**src/rtl/rds_tx_pkg.sv**
```systemverilog
// Shared types and constants for the OOK frame keyer: FSM state encoding,
// Manchester chip pair, default sync byte and the holding-register payload.
package rds_tx_pkg;

  // FSM state encoding
  localparam logic [2:0] ST_IDLE     = 3'd0;
  localparam logic [2:0] ST_PREAMBLE = 3'd1;
  localparam logic [2:0] ST_SYNC     = 3'd2;
  localparam logic [2:0] ST_DATA     = 3'd3;
  localparam logic [2:0] ST_GAP      = 3'd4;

  // Chip pair {first, second} for a 1 bit; a 0 bit uses the complement
  localparam logic [1:0] MAN_ONE = 2'b10;

  localparam logic [7:0] SYNC_WORD_DEFAULT = 8'h2D;

  // Holding-register payload
  typedef struct packed {
    logic [7:0] data;
    logic       last;
  } tx_byte_t;

  // Chip level for bit b in chip phase (0 = first chip of the bit)
  function automatic logic man_chip(input logic b, input logic phase);
    logic [1:0] pair;
    pair = b ? MAN_ONE : ~MAN_ONE;
    return phase ? pair[0] : pair[1];
  endfunction

endpackage

```
**src/rtl/ook_frame_keyer_if.sv**
```systemverilog
// Byte stream into the keyer.
//   tx_data  : payload byte, MSB first on air
//   tx_last  : final byte of the frame
//   tx_valid : byte offered by the master
//   tx_ready : keyer holding register is empty
interface ook_frame_keyer_if;
  logic [7:0] tx_data;
  logic       tx_last;
  logic       tx_valid;
  logic       tx_ready;

  modport master (output tx_data, output tx_last, output tx_valid, input tx_ready);
  modport slave  (input tx_data, input tx_last, input tx_valid, output tx_ready);
endinterface

```
**src/rtl/chip_timer.sv**
```systemverilog
// Chip-rate prescaler. Counts 0..CHIP_CYCLES-1 while enabled and pulses
// chip_tick (registered) during the wrap cycle, i.e. the last clock of a chip.
//   clk, reset_n : clock, async active-low reset
//   en           : run; held at count 0 while low
//   chip_tick    : high on the final clock of each chip
module chip_timer #(
  parameter int unsigned CHIP_CYCLES = 108480
) (
  input  logic clk,
  input  logic reset_n,
  input  logic en,
  output logic chip_tick
);

  localparam int unsigned CW = $clog2(CHIP_CYCLES);

  logic [CW-1:0] count;

  // Tick is registered one count early so it lines up with count == CHIP_CYCLES-1
  always_ff @(posedge clk or negedge reset_n) begin
    if (!reset_n) begin
      count     <= '0;
      chip_tick <= 1'b0;
    end else if (!en) begin
      count     <= '0;
      chip_tick <= 1'b0;
    end else begin
      count     <= (count == CW'(CHIP_CYCLES - 1)) ? '0 : count + CW'(1);
      chip_tick <= (count == CW'(CHIP_CYCLES - 2));
    end
  end

endmodule

```
**src/rtl/ook_frame_keyer.sv**
```systemverilog
// Frames byte payloads (preamble, sync byte, data, carrier-off gap) and
// Manchester-encodes them into an on/off-keying gate.
//   clk, reset_n : carrier PLL clock, async active-low reset
//   tx           : byte stream (slave side)
//   rf_gate      : registered carrier enable
//   busy         : not in IDLE
//   underrun     : one-cycle pulse when a data byte was due but none was held
module ook_frame_keyer
  import rds_tx_pkg::*;
#(
  parameter int unsigned CHIP_CYCLES   = 108480,
  parameter int unsigned PREAMBLE_BITS = 16,
  parameter logic [7:0]  SYNC_WORD     = SYNC_WORD_DEFAULT,
  parameter int unsigned GAP_CHIPS     = 32
) (
  input  logic             clk,
  input  logic             reset_n,
  ook_frame_keyer_if.slave tx,
  output logic             rf_gate,
  output logic             busy,
  output logic             underrun
);

  localparam int unsigned BIT_MAX = (PREAMBLE_BITS > 8) ? PREAMBLE_BITS : 8;
  localparam int unsigned BW      = $clog2(BIT_MAX + 1);
  localparam int unsigned GW      = $clog2(GAP_CHIPS + 1);

  logic [2:0]    state, state_n;
  logic          phase, phase_n;
  logic [BW-1:0] bit_cnt, bit_cnt_n;
  logic [GW-1:0] gap_cnt, gap_cnt_n;
  logic [7:0]    shreg, shreg_n;
  logic          last_q, last_n;
  tx_byte_t      hold;
  logic          hold_full, hold_seen;
  logic          load_c, accept_c, run_c, chip_tick;
  logic          underrun_n, gate_n;

  assign tx.tx_ready = ~hold_full;
  assign accept_c    = tx.tx_valid & ~hold_full;
  assign run_c       = (state != ST_IDLE);

  chip_timer #(.CHIP_CYCLES(CHIP_CYCLES)) u_chip_timer (
    .clk       (clk),
    .reset_n   (reset_n),
    .en        (run_c),
    .chip_tick (chip_tick)
  );

  // Holding register; hold_seen delays the IDLE exit by one cycle
  always_ff @(posedge clk or negedge reset_n) begin
    if (!reset_n) begin
      hold      <= '0;
      hold_full <= 1'b0;
      hold_seen <= 1'b0;
    end else begin
      hold_seen <= hold_full;
      if (accept_c) begin
        hold      <= {tx.tx_data, tx.tx_last};
        hold_full <= 1'b1;
      end else if (load_c) begin
        hold_full <= 1'b0;
      end
    end
  end

  // Next-state logic; all sequencing advances only on chip_tick
  always_comb begin
    state_n    = state;
    phase_n    = phase;
    bit_cnt_n  = bit_cnt;
    gap_cnt_n  = gap_cnt;
    shreg_n    = shreg;
    last_n     = last_q;
    load_c     = 1'b0;
    underrun_n = 1'b0;
    gate_n     = 1'b0;

    case (state)
      ST_IDLE: begin
        if (hold_seen) begin
          state_n   = ST_PREAMBLE;
          phase_n   = 1'b0;
          bit_cnt_n = '0;
        end
      end
      ST_PREAMBLE: begin
        if (chip_tick) begin
          phase_n = ~phase;
          if (phase) begin
            if (bit_cnt == BW'(PREAMBLE_BITS - 1)) begin
              state_n   = ST_SYNC;
              bit_cnt_n = '0;
              shreg_n   = SYNC_WORD;
              last_n    = 1'b0;
            end else begin
              bit_cnt_n = bit_cnt + BW'(1);
            end
          end
        end
      end
      ST_SYNC, ST_DATA: begin
        if (chip_tick) begin
          phase_n = ~phase;
          if (phase) begin
            if (bit_cnt == BW'(7)) begin
              // Byte boundary: finish, reload from hold, or abandon the frame
              bit_cnt_n = '0;
              if (last_q) begin
                state_n = ST_GAP;
              end else if (hold_full) begin
                state_n = ST_DATA;
                shreg_n = hold.data;
                last_n  = hold.last;
                load_c  = 1'b1;
              end else begin
                state_n    = ST_GAP;
                underrun_n = 1'b1;
              end
            end else begin
              bit_cnt_n = bit_cnt + BW'(1);
              shreg_n   = {shreg[6:0], 1'b0};
            end
          end
        end
      end
      ST_GAP: begin
        if (chip_tick) begin
          if (gap_cnt == GW'(GAP_CHIPS - 1)) begin
            state_n   = ST_IDLE;
            gap_cnt_n = '0;
          end else begin
            gap_cnt_n = gap_cnt + GW'(1);
          end
        end
      end
      default: state_n = ST_IDLE;
    endcase

    // Gate level for the chip that starts at the coming edge
    case (state_n)
      ST_PREAMBLE:      gate_n = man_chip(~bit_cnt_n[0], phase_n);
      ST_SYNC, ST_DATA: gate_n = man_chip(shreg_n[7], phase_n);
      default:          gate_n = 1'b0;
    endcase
  end

  // State and registered outputs
  always_ff @(posedge clk or negedge reset_n) begin
    if (!reset_n) begin
      state    <= ST_IDLE;
      phase    <= 1'b0;
      bit_cnt  <= '0;
      gap_cnt  <= '0;
      shreg    <= '0;
      last_q   <= 1'b0;
      rf_gate  <= 1'b0;
      busy     <= 1'b0;
      underrun <= 1'b0;
    end else begin
      state    <= state_n;
      phase    <= phase_n;
      bit_cnt  <= bit_cnt_n;
      gap_cnt  <= gap_cnt_n;
      shreg    <= shreg_n;
      last_q   <= last_n;
      rf_gate  <= gate_n;
      busy     <= (state_n != ST_IDLE);
      underrun <= underrun_n;
    end
  end

endmodule

```
**src/flat_wrapper.sv**
```systemverilog
// flat-port wrapper written by rule: the top's interface ports become plain ports
module ook_frame_keyer_flat import rds_tx_pkg::*;
#(
  parameter int unsigned CHIP_CYCLES   = 108480,
  parameter int unsigned PREAMBLE_BITS = 16,
  parameter logic [7:0]  SYNC_WORD     = SYNC_WORD_DEFAULT,
  parameter int unsigned GAP_CHIPS     = 32
)
  (clk, reset_n, rf_gate, busy, underrun, tx_tx_data, tx_tx_last, tx_tx_valid, tx_tx_ready);
  ook_frame_keyer_if tx_i ();
  input  logic clk;
  input  logic reset_n;
  output logic rf_gate;
  output logic busy;
  output logic underrun;
  input wire logic [$bits(tx_i.tx_data)-1:0] tx_tx_data;
  input wire logic [$bits(tx_i.tx_last)-1:0] tx_tx_last;
  input wire logic [$bits(tx_i.tx_valid)-1:0] tx_tx_valid;
  output wire logic [$bits(tx_i.tx_ready)-1:0] tx_tx_ready;
  assign tx_i.tx_data = tx_tx_data;
  assign tx_i.tx_last = tx_tx_last;
  assign tx_i.tx_valid = tx_tx_valid;
  assign tx_tx_ready = tx_i.tx_ready;
  ook_frame_keyer #(.CHIP_CYCLES(CHIP_CYCLES), .PREAMBLE_BITS(PREAMBLE_BITS), .SYNC_WORD(SYNC_WORD), .GAP_CHIPS(GAP_CHIPS)) u_core (.clk(clk), .reset_n(reset_n), .tx(tx_i), .rf_gate(rf_gate), .busy(busy), .underrun(underrun));
endmodule
```
**config.mk**
```make
export PLATFORM = sky130hd
export DESIGN_NAME = ook_frame_keyer_flat
export DESIGN_NICKNAME = d
export VERILOG_FILES = /design/src/rtl/rds_tx_pkg.sv /design/src/rtl/ook_frame_keyer_if.sv /design/src/rtl/chip_timer.sv /design/src/rtl/ook_frame_keyer.sv /design/src/flat_wrapper.sv
export SDC_FILE = /design/constraint.sdc
export NUM_CORES = 1
export LEC_CHECK = 0
export CORE_ASPECT_RATIO = 2
export CORE_MARGIN = 4
export CORE_UTILIZATION = 40
export CTS_CLUSTER_SIZE = 16
export DETAILED_ROUTE_END_ITERATION = 16
export PLACE_DENSITY = 0.67
export SLEW_MARGIN = 25
export SYNTH_ARGS = -nofsm -noshare
export SYNTH_HDL_FRONTEND = slang
export SYNTH_SLANG_ARGS = --single-unit
```
**constraint.sdc**
```tcl
create_clock -name clk -period 2 [get_ports clk]
set_clock_uncertainty 0.1 [all_clocks]
set_input_delay 0.4 -clock clk [delete_from_list [all_inputs] [get_ports clk]]
set_output_delay 0.4 -clock clk [all_outputs]
set_load 0.05 [all_outputs]
```
### After elaboration in Yosys (flattened, before gate mapping)

Index checks and enable logic that the tools add are counted.

| operators by class | value |
|---|---|
| reductions and logical operators | 13 |
| bitwise operators | 3 |
| multiply operators | 0 |
| eq/ne operators | 21 |
| divide/modulo/power cells | 0 |
| order comparisons | 0 |
| shift operators | 0 |
| mux-type cells | 64 |
| add/sub/neg operators | 3 |

Operators by type and width:

| operator | count |
|---|---|
| 8-bit two-way mux | 8 |
| 5-bit two-way mux | 7 |
| 17-bit equality test, second input constant | 2 |
| 17-bit two-way mux | 2 |
| 3-bit two-way mux | 11 |
| 1-bit two-way mux | 27 |
| 17-bit by 1-bit adder with 17-bit output, second input constant | 1 |
| 8-bit one-hot mux with 2 select lines | 1 |
| 5-bit one-hot mux with 3 select lines | 1 |
| 3-bit by 2-bit equality test with 1-bit output, second input constant | 4 |
| 3-bit one-hot mux with 4 select lines | 1 |
| 2-bit by 1-bit inequality test with 1-bit output, second input constant | 5 |
| 3-bit nonzero test | 3 |
| 8-bit AND reduction | 1 |
| 7-bit AND reduction | 1 |
| 6-bit by 1-bit adder with 6-bit output, second input constant | 1 |
| 3-bit by 1-bit equality test with 1-bit output, second input constant | 2 |
| 6-bit by 5-bit equality test with 1-bit output, second input constant | 1 |
| 6-bit two-way mux | 1 |
| 1-bit one-hot mux with 2 select lines | 3 |
| 6-bit AND reduction | 1 |
| 5-bit by 1-bit adder with 5-bit output, second input constant | 1 |
| 5-bit by 3-bit equality test with 1-bit output, second input constant | 1 |
| 5-bit by 4-bit equality test with 1-bit output, second input constant | 1 |
| 12 further kinds | 17 |

| word-level totals | value |
|---|---|
| ROM bits | 0 |
| memories | 0 |
| register bits after elaboration | 56 |
| memory bits (writable) | 0 |
| bits in latches | 0 |
| output and inout port bits | 4 |
| word-level logic and storage cells | 121 |

### Longest topological paths before layout

Gate-level depths: netlist of run 1.

| logic depth | value |
|---|---|
| word-level depth | 9 |
| depth in mapped cells | 9 |
| gate-level depth less buffers | 9 |

### Cells and area by module

From an unflattened synthesis of run 1, not the netlist that was laid out.

| second synthesis, totals | value |
|---|---|
| cells, all modules | 277 |
| area, all modules | 2865.2 um2 |

By module, submodules not included:

| module | instances | area each (um2) | sequential area each (um2) | cells each |
|---|---|---|---|---|
| ook_frame_keyer | 1 | 1983.2 | 950.9 | 189 |
| chip_timer | 1 | 882.1 | 450.4 | 88 |

### Worst setup path after synthesis of run 1

OpenSTA, ideal clock, no wires.

| timing path | value |
|---|---|
| kind | flip-flop to flip-flop |
| start | register u_core.bit_cnt[0] |
| end | register u_core.rf_gate |
| path slack | -0.033 ns |
| path buffers | 1 |
| arrival | 1.859 ns |
| stages on the path, launching flop included | 10 |
| required time | 1.826 ns |
| library setup time | 0.074 ns |
| path through | dfrtp_1 -> ha_1 -> and3_1 -> ha_1 -> and4_1 -> clkbuf_2 -> o21bai_1 -> nand2_1 -> mux2_4 -> o21ai_2 |

| between the ends | value |
|---|---|
| longest elaborated chain between the ends | 8 |
| elaborated cells between the ends (all ways) | 34 |

Ends and longest elaborated chain:

| item | RTL line | source |
|---|---|---|
| start: declaration | ook_frame_keyer.sv:30 | `logic [BW-1:0] bit_cnt, bit_cnt_n;` |
| start signal: assignment | ook_frame_keyer.sv:163 | `bit_cnt <= bit_cnt_n;` |
| 5-bit by 3-bit equality test with 1-bit output / 5-bit by 4-bit equality test with 1-bit output (equally long branches) | ook_frame_keyer.sv:106, ook_frame_keyer.sv:91 |  |
| 3-bit two-way mux, on equally long branches | ook_frame_keyer.sv:106, ook_frame_keyer.sv:91 |  |
| 3-bit two-way mux, on equally long branches | ook_frame_keyer.sv:105, ook_frame_keyer.sv:90 |  |
| 3-bit two-way mux, on equally long branches | ook_frame_keyer.sv:103, ook_frame_keyer.sv:88 |  |
| 3-bit one-hot mux with 4 select lines (*) | ook_frame_keyer.sv:79 | `case (state)` |
| named net u_core.state_n[1] | ook_frame_keyer.sv:28 | `logic [2:0] state, state_n;` |
| 3-bit by 2-bit equality test with 1-bit output | ook_frame_keyer.sv:141 | `case (state_n)` |
| 2-bit OR reduction | ook_frame_keyer.sv:141 |  |
| 1-bit one-hot mux with 2 select lines (*) | ook_frame_keyer.sv:141 |  |
| named net u_core.gate_n | ook_frame_keyer.sv:37 | `logic underrun_n, gate_n;` |
| end signal: assignment | ook_frame_keyer.sv:167 | `rf_gate <= gate_n;` |
| end: declaration | ook_frame_keyer.sv:19 | `output logic rf_gate,` |

Mark *: on every way through the listed nets, which the timed path passes. The rest lies on a longest branch. The select of a mux whose other input is x is not followed.
A chain may end at the register's enable or synchronous reset.

### Worst setup path in the final report of run 1

| timing path | value |
|---|---|
| start | register u_core.bit_cnt[1] |
| end | register u_core.rf_gate |

| between the ends | value |
|---|---|
| longest elaborated chain between the ends | 8 |
| elaborated cells between the ends (all ways) | 32 |

Ends and longest elaborated chain:

| item | RTL line | source |
|---|---|---|
| 5-bit by 3-bit equality test with 1-bit output / 5-bit by 4-bit equality test with 1-bit output (equally long branches) | ook_frame_keyer.sv:106, ook_frame_keyer.sv:91 |  |
| 8-bit two-way mux, on equally long branches | ook_frame_keyer.sv:106, ook_frame_keyer.sv:91 |  |
| 8-bit two-way mux, on equally long branches | ook_frame_keyer.sv:105, ook_frame_keyer.sv:90 |  |
| 8-bit two-way mux, on equally long branches | ook_frame_keyer.sv:103, ook_frame_keyer.sv:88 |  |
| 8-bit one-hot mux with 2 select lines (*) | ook_frame_keyer.sv:79 |  |
| named net u_core.shreg_n[7] | ook_frame_keyer.sv:32 | `logic [7:0] shreg, shreg_n;` |
| 2-bit two-way mux (*) | rds_tx_pkg.sv:26 | `pair = b ? MAN_ONE : ~MAN_ONE;` |
| 1-bit two-way mux (*) | rds_tx_pkg.sv:27 | `return phase ? pair[0] : pair[1];` |
| 1-bit one-hot mux with 2 select lines (*) | ook_frame_keyer.sv:141 |  |
| named net u_core.gate_n | ook_frame_keyer.sv:37 |  |

Marks and branches as above.

==> results of run 1 <==
-- critical path, stage by stage, from the launching register on --
cell and delay, ns:
dfrtp_1 0.42, ha_4 0.19, and4bb_2 0.26, nor3_2 0.13, nor3_1 0.06, o32a_1 0.37
mux2_4 0.32, o21ai_2 0.06
-- cell usage in the layout (no fill, tap or decap), types with 3 or more instances in the layout --
cell type / netlist / final
xnor2_1: 7 / 7
nand2b_1: 7 / 7
clkbuf_16: 0 / 5
and3_1: 11 / 10
mux2_2: 11 / 11
nor3_1: 7 / 6
ha_1: 6 / 4
nand3_1: 16 / 16
nand4_1: 3 / 3
o21ai_0: 17 / 15
clkdlybuf4s50_1: 0 / 11
dfrtp_1: 56 / 56
xor2_1: 12 / 12
o31ai_1: 3 / 3
buf_4: 0 / 34
inv_1: 8 / 8
a211oi_1: 4 / 3
or3_1: 3 / 3
nor2_1: 29 / 29
nand2_1: 26 / 26
a21oi_1: 6 / 6
-- worst max-delay path by stage --
| stage | from | cells past startpoint | endpoint | slack, ns |
|---|---|---|---|---|
| finish | u_core.bit_cnt[1] | 7 | u_core.rf_gate | 0.008 |
| global route | u_core.bit_cnt[1] | 7 | u_core.rf_gate | -0.05 |
| CTS | u_core.bit_cnt[1] | 7 | u_core.rf_gate | -0.005 |
| detailed placement | u_core.bit_cnt[1] | 9 | u_core.bit_cnt[3] | -0.006 |
| global placement | u_core.bit_cnt[1] | 9 | u_core.bit_cnt[3] | 0.03 |
| floorplan | u_core.bit_cnt[0] | 9 | u_core.rf_gate | 0.01 |
-- final cells by class --
| type | instances | area share |
|---|---|---|
| Multi-Input combinational cell | 203 | 0.398 |
| Timing Repair Buffer | 48 | 0.118 |
| Sequential cell | 56 | 0.404 |
| Inverter | 8 | 0.00866 |
| Clock buffer | 6 | 0.0372 |
| Tap cell | 90 | 0.0325 |
| Clock inverter | 1 | 0.00144 |
-- registers in the layout (all words and copies together), names as in the netlist --
register                       cells
u_core.hold_seen                   1
u_core.u_chip_timer.count         17
u_core.hold_full                   1
u_core.u_chip_timer.chip_tick      1
u_core.state                       3
u_core.bit_cnt                     5
u_core.hold                        9
u_core.underrun                    1
u_core.rf_gate                     1
u_core.shreg                       8
u_core.phase                       1
u_core.busy                        1
u_core.gap_cnt                     6
u_core.last_q                      1
-- metrics by stage --
stage               worst slack (ns)  setup TNS (ns)  instance area (µm²)  hold WS [ns]  utilization
floorplan                     0.0115               0                 2820       0.00441            -
global placement              0.0270               0                 3260         0.323        0.473
detailed placement          -0.00576        -0.00576                 3260         0.335        0.473
CTS                         -0.00499        -0.00499                 3400        0.0172        0.494
global route                 -0.0470         -0.0503                 3470        0.0212        0.504
finish                       0.00793               0                 3470      -0.00696        0.504
-- routing by layer --
layer	track usage	wire, µm	up-vias
met5	0	0	-
met4	0.0622	115	0
met3	0.0266	124	7
met2	0.298	3480	24
met1	0.173	2250	1083
li1	-	-	1063
-- synth_stat cells (3+ instances only) --
master    number  share of area
nand2_1       26          0.035
xor2_1        12          0.037
nand2b_1       7          0.016
a211oi_1       4          0.011
a21oi_1        6          0.011
dfrtp_1       56           0.50
nor3_1         7          0.012
o31ai_1        3         0.0080
clkbuf_1       3         0.0040
nor2_1        29          0.039
mux2_2        11          0.044
or3_1          3         0.0067
o21ai_0       17          0.030
xnor2_1        7          0.022
ha_1           6          0.027
inv_1          8          0.011
nand3_1       16          0.029
nand4_1        3         0.0067
buf_2          5         0.0089
and3_1        11          0.025
-- logic make-up (layout without fill, tap and decap cells) --
logic type,Yosys count,count (layout),synth area share
adders and majority gates,6,6,0.0268
buffers and inverters,18,63,0.0294
xor gates and xnor gates,19,19,0.0593
and+or+nand+nor,119,119,0.220
DFF,56,56,0.500
muxes,13,13,0.0531
AOI/OAI and AO/OA,46,46,0.112
-- timing repair --
item | 4_1_cts | 5_1_grt
setup endpoints to repair | 2 | 10
buffers inserted | 0 | 3
resized for setup | 3 | 6
endpoints found under the hold margin | 0 | 0
pin swaps | 0 | 5
-- power breakdown --
| group | switching, mW | internal, mW | leakage (nW) |
|---|---|---|---|
| Sequential | 0.00466 | 1.14 | 0.723 |
| Clock | 0.387 | 0.457 | 0.0667 |
| Combinational | 0.0264 | 0.0286 | 0.773 |
==> flow_summary.json, run 1 <==
{
  "outcome": "finished with violations",
  "violations": "hold timing",
  "critPathLaunchType": "flip-flop",
  "layout-drive-gt1-share": 0.217,
  "dieArea_um2": 8500,
  "leakage_nw": 1.56,
  "stdcell_count": 412,
  "place_congestion": 0.774,
  "wl_um": 5970,
  "fmax_mhz": 502,
  "drt_iter0_drc": 150,
  "ir_drop_mv": 0.483,
  "grt-ovfl-total": 0,
  "hold_viol": 4,
  "synth_cell_types": 49,
  "arrival_ns": 2.12,
  "r2r-start": "u_core.bit_cnt[1]",
  "timing.rr.end": "u_core.rf_gate",
  "multi_input_area_um2": 1380,
  "avgViaCountPerCell": 5.28,
  "fin_hold_ws_ns": -0.00696,
  "num_rows": 43,
  "drc": 0,
  "cts_sinks": 56,
  "diodes": 0,
  "synth-async-reset-ratio": 1.00,
  "crit_type": "reg -> reg",
  "r2r_cells": 7,
  "cts_buffers": 5,
  "ys.flop_type": "dfrtp_1",
  "grtUsageTotal": 0.161,
  "synth-seq-cells": 56,
  "hold_buffers": 0,
  "fin_crit_ns": 1.99,
  "setup_viol": 0,
  "tightest_slew_ns": 0.505,
  "place_inst": 402,
  "clockBufferDepth": 2,
  "antenna_found_initial": 0,
  "ant_nets": 0,
  "netlist_area_um2": 2810,
  "io_pins": 16,
  "seqCellArea_um2": 1400,
  "slew_violations": 0,
  "drt_pass1_iterations": 5,
  "start_util": 0.407,
  "clkTransAtPathRegs_ns": 0.07,
  "syn_to_final_growth_pct": 23.6,
  "cts_tree": "built",
  "synth_cells": 277,
  "synth_nets": 295,
  "path_max_fanout": 4,
  "grt_max_degree": 57,
  "r2r_setup_slack_ns": 0.008,
  "core_area_um2": 6890,
  "yosys_warnings": 0,
  "yosysSeqAreaShare": 0.500,
  "grt_pass1_wl_um": 10500,
  "p_per_area_nw_per_um2": 589,
  "max_slew_margin": 0.663,
  "fp.dieW_um": 67.2,
  "cap_violations": 0,
  "totalPowerFinal_mw": 2.04,
  "via_count": 2177,
  "cp.required_ns": 2.13,
  "die_h_um": 126,
  "synth.avg_cell_area_um2": 10.1,
  "dp_hpwl_um": 4390,
  "rsz0062_at_grt": "yes",
  "htree_levels": 2,
  "grt_pass1_vias": 2286,
  "wire_per_inst_um": 14.5,
  "clk-insertion-delay-late_ns": 0.30,
  "portBuffers": 15,
  "end_kind": "flip-flop",
  "root_buffer": "clkbuf_16",
  "fin_crit_sh": 0.996,
  "hp-class": "in -> async",
  "fill_cells": 695,
  "synth-edff-count": 0,
  "nets": 340
}
Power figures use the tool's default switching activity.
==> run 2: changes to the inputs <==
--- a/config.mk
+++ b/config.mk
@@ -11,7 +11,8 @@
 export CTS_CLUSTER_SIZE = 16
 export DETAILED_ROUTE_END_ITERATION = 16
 export PLACE_DENSITY = 0.67
-export SLEW_MARGIN = 25
+export REMOVE_ABC_BUFFERS = 1
+export SLEW_MARGIN = 30
 export SYNTH_ARGS = -nofsm -noshare
 export SYNTH_HDL_FRONTEND = slang
 export SYNTH_SLANG_ARGS = --single-unit
==> run 2 against run 1 <==
Net effect:
- the flow now finishes without violations
- maximum frequency up 2.6%
- routed wire length down 3.0%
- hold slack better by 0.39 ns
- die area unchanged
- via count up 0.60%
- setup slack better by 0.050 ns
- critical path depth unchanged
- design area down 1.0%
- non-clock buffer count down 7
- global-route usage down 0.63 points
- critical path type unchanged
- critical endpoint unchanged
- largest power group unchanged
==> flow_summary.json, run 2 (synthesis results as in run 1) <==
{
  "slowest_delay_ns": 0.40,
  "grt_pass1_wl_um": 10200,
  "crit_family": "compound AO/OA/AOI/OAI gates",
  "largest_register_ffs": 17,
  "clk-insertion-delay-late_ns": 0.29,
  "dieArea_um2": 8500,
  "place_congestion": 0.799,
  "wire_per_inst_um": 14.3,
  "layout_commonest_cell": "dfrtp_1",
  "hold_viol": 0,
  "switching_power_mw": 0.404,
  "cts_tree": "built",
  "ant_nets": 0,
  "tightest_slew_ns": 0.497,
  "cp.required_ns": 2.12,
  "p_int_mw": 1.75,
  "num_rows": 43,
  "htree_levels": 2,
  "critPathLaunchType": "flip-flop",
  "start_util": 0.407,
  "pwr-share-seq": 0.532,
  "diodes": 0,
  "whs_path_depth": 2,
  "die_h_um": 126,
  "placedInstanceArea_um2": 3220,
  "syn_to_final_growth_pct": 22.4,
  "crit_chain": "ha_4, and4bb_2, nand3_1, a211oi_1, o32a_1, mux2_4, o21ai_2",
  "hold_path_end": "u_core.shreg[2]",
  "slew_violations": 0,
  "leakage_nw": 1.55,
  "p_per_area_nw_per_um2": 627,
  "fin_crit_sh": 0.971,
  "combPwrFrac": 0.026,
  "critPathBufInv": 0,
  "end_kind": "flip-flop",
  "drc": 0,
  "antenna_found_initial": 0,
  "fp.dieW_um": 67.2,
  "setup_viol": 0,
  "via_count": 2190,
  "crit_slowest_cell": "dfrtp_1",
  "layout_setup_ws_ns": 0.0583,
  "fin_crit_ns": 1.94,
  "max_slew_margin": 0.668,
  "timing.rr.end": "u_core.rf_gate",
  "path_max_fanout": 4,
  "core_area_um2": 6890,
  "pwr-share-clk": 0.442,
  "swShare": 0.188,
  "dp_hpwl_um": 4290,
  "r2r_setup_slack_ns": 0.06,
  "grt_pass1_vias": 2257,
  "cts_sinks": 56,
  "nets": 333,
  "r2r-start": "u_core.bit_cnt[1]",
  "outcome": "finished clean",
  "totalPowerFinal_mw": 2.15,
  "ir_drop_mv": 0.408,
  "drt_iter0_drc": 74,
  "portBuffers": 15,
  "holdCritStartpoint": "u_core.shreg[2]",
  "top_register": "u_core.u_chip_timer.count",
  "grtUsageTotal": 0.154,
  "r2r_cells": 7,
  "hp-class": "reg -> reg",
  "layout-drive-gt1-share": 0.194,
  "grt_max_degree": 38,
  "crit_type": "reg -> reg",
  "wl_um": 5800,
  "grt-ovfl-total": 0,
  "avgViaCountPerCell": 5.42,
  "cts_buffers": 5,
  "final_cell_mix": "dfrtp_1, nor2_1, nand2_1, buf_4, nand3_1",
  "root_buffer": "clkbuf_16",
  "clockBufferDepth": 2,
  "io_pins": 16,
  "arrival_ns": 2.06,
  "place_ws_ns": -0.0193,
  "cap_violations": 0,
  "drt_pass1_iterations": 5,
  "fin_area_um2": 3430,
  "fmax_mhz": 515,
  "clkTransAtPathRegs_ns": 0.06,
  "biggestRegsByFlops": "u_core.u_chip_timer.count: 17 flops, u_core.hold: 9 flops, u_core.shreg: 8 flops"
}
-- run 2: changes by cell type in the layout (fill, tap and decap cells not counted), sizes merged --
cell | previous run | this run
buf | 37 | 29
dlygate4sd3 | 0 | 1
clkbuf | 6 | 5
bufinv | 0 | 1
clkinv | 1 | 0
-- run 2: power by group through the flow --
stage               Sequential (mW)  Combinational, mW  Clock, mW
finish                         1.15             0.0561      0.950
global route                   1.15             0.0641       1.04
CTS                            1.15             0.0587      0.994
detailed placement             1.17             0.0568          0
global placement               1.17             0.0567          0
floorplan                      1.17            0.00843          0
-- run 2: how the worst max path moves through the flow --
stage / from / end / slack [ns] / depth (start not counted)
finish: u_core.bit_cnt[1] / u_core.rf_gate / 0.06 / 7
global route: u_core.bit_cnt[1] / u_core.rf_gate / -0.003 / 7
CTS: u_core.bit_cnt[0] / u_core.rf_gate / 0.006 / 9
detailed placement: u_core.bit_cnt[0] / u_core.rf_gate / -0.02 / 9
global placement: u_core.bit_cnt[0] / u_core.rf_gate / 0.009 / 9
floorplan: u_core.bit_cnt[0] / u_core.rf_gate / -0.1 / 7
-- run 2: layout make-up --
class                      instances  area (µm²)
fill                             681        3450
sequential                        56        1400
multi-input combinational        203        1370
timing repair buffer              41         360
clock buffer                       5         125
tap                               90         113
clock inverter                     1        30.0
inverter                           8        30.0
-- run 2: per-stage QoR --
step / hold WS, ns / utilization / setup TNS [ns] / cells
after global placement: 0.287 / 0.467 / 0 / 397
after global routing: 0.401 / 0.499 / -0.00256 / 404
after floorplan: 0.00441 / - / -0.105 / 267
after detailed placement: 0.287 / 0.467 / -0.0324 / 397
final: 0.382 / 0.499 / 0 / 404
after CTS: 0.387 / 0.495 / 0 / 404
-- run 2: worst register-to-register path: cells and delay by family (launching register included) --
| kind | cells | cell delay (ns) |
|---|---|---|
| AO/OA/AOI/OAI | 3 | 0.51 |
| flip-flops | 1 | 0.40 |
| AND/OR/NAND/NOR | 2 | 0.38 |
| multiplexers | 1 | 0.31 |
| adder cells (fa/ha/maj) | 1 | 0.18 |
-- run 2: timing repair --
action	CTS	global route
resized for setup	5	6
setup buffers	0	0
endpoints found under the hold margin	19	0
endpoints found under the setup margin	5	9
hold buffers	1	0
pin swaps	0	3
gates cloned	0	0
-- run 2: layer usage --
layer | vias up | GRT usage | part of all wire
met1 | 1081 | 0.163 | 0.37
met5 | - | 0 | 0
met2 | 42 | 0.289 | 0.58
li1 | 1054 | - | -
met4 | 0 | 0.0622 | 0.023
met3 | 13 | 0.0239 | 0.027
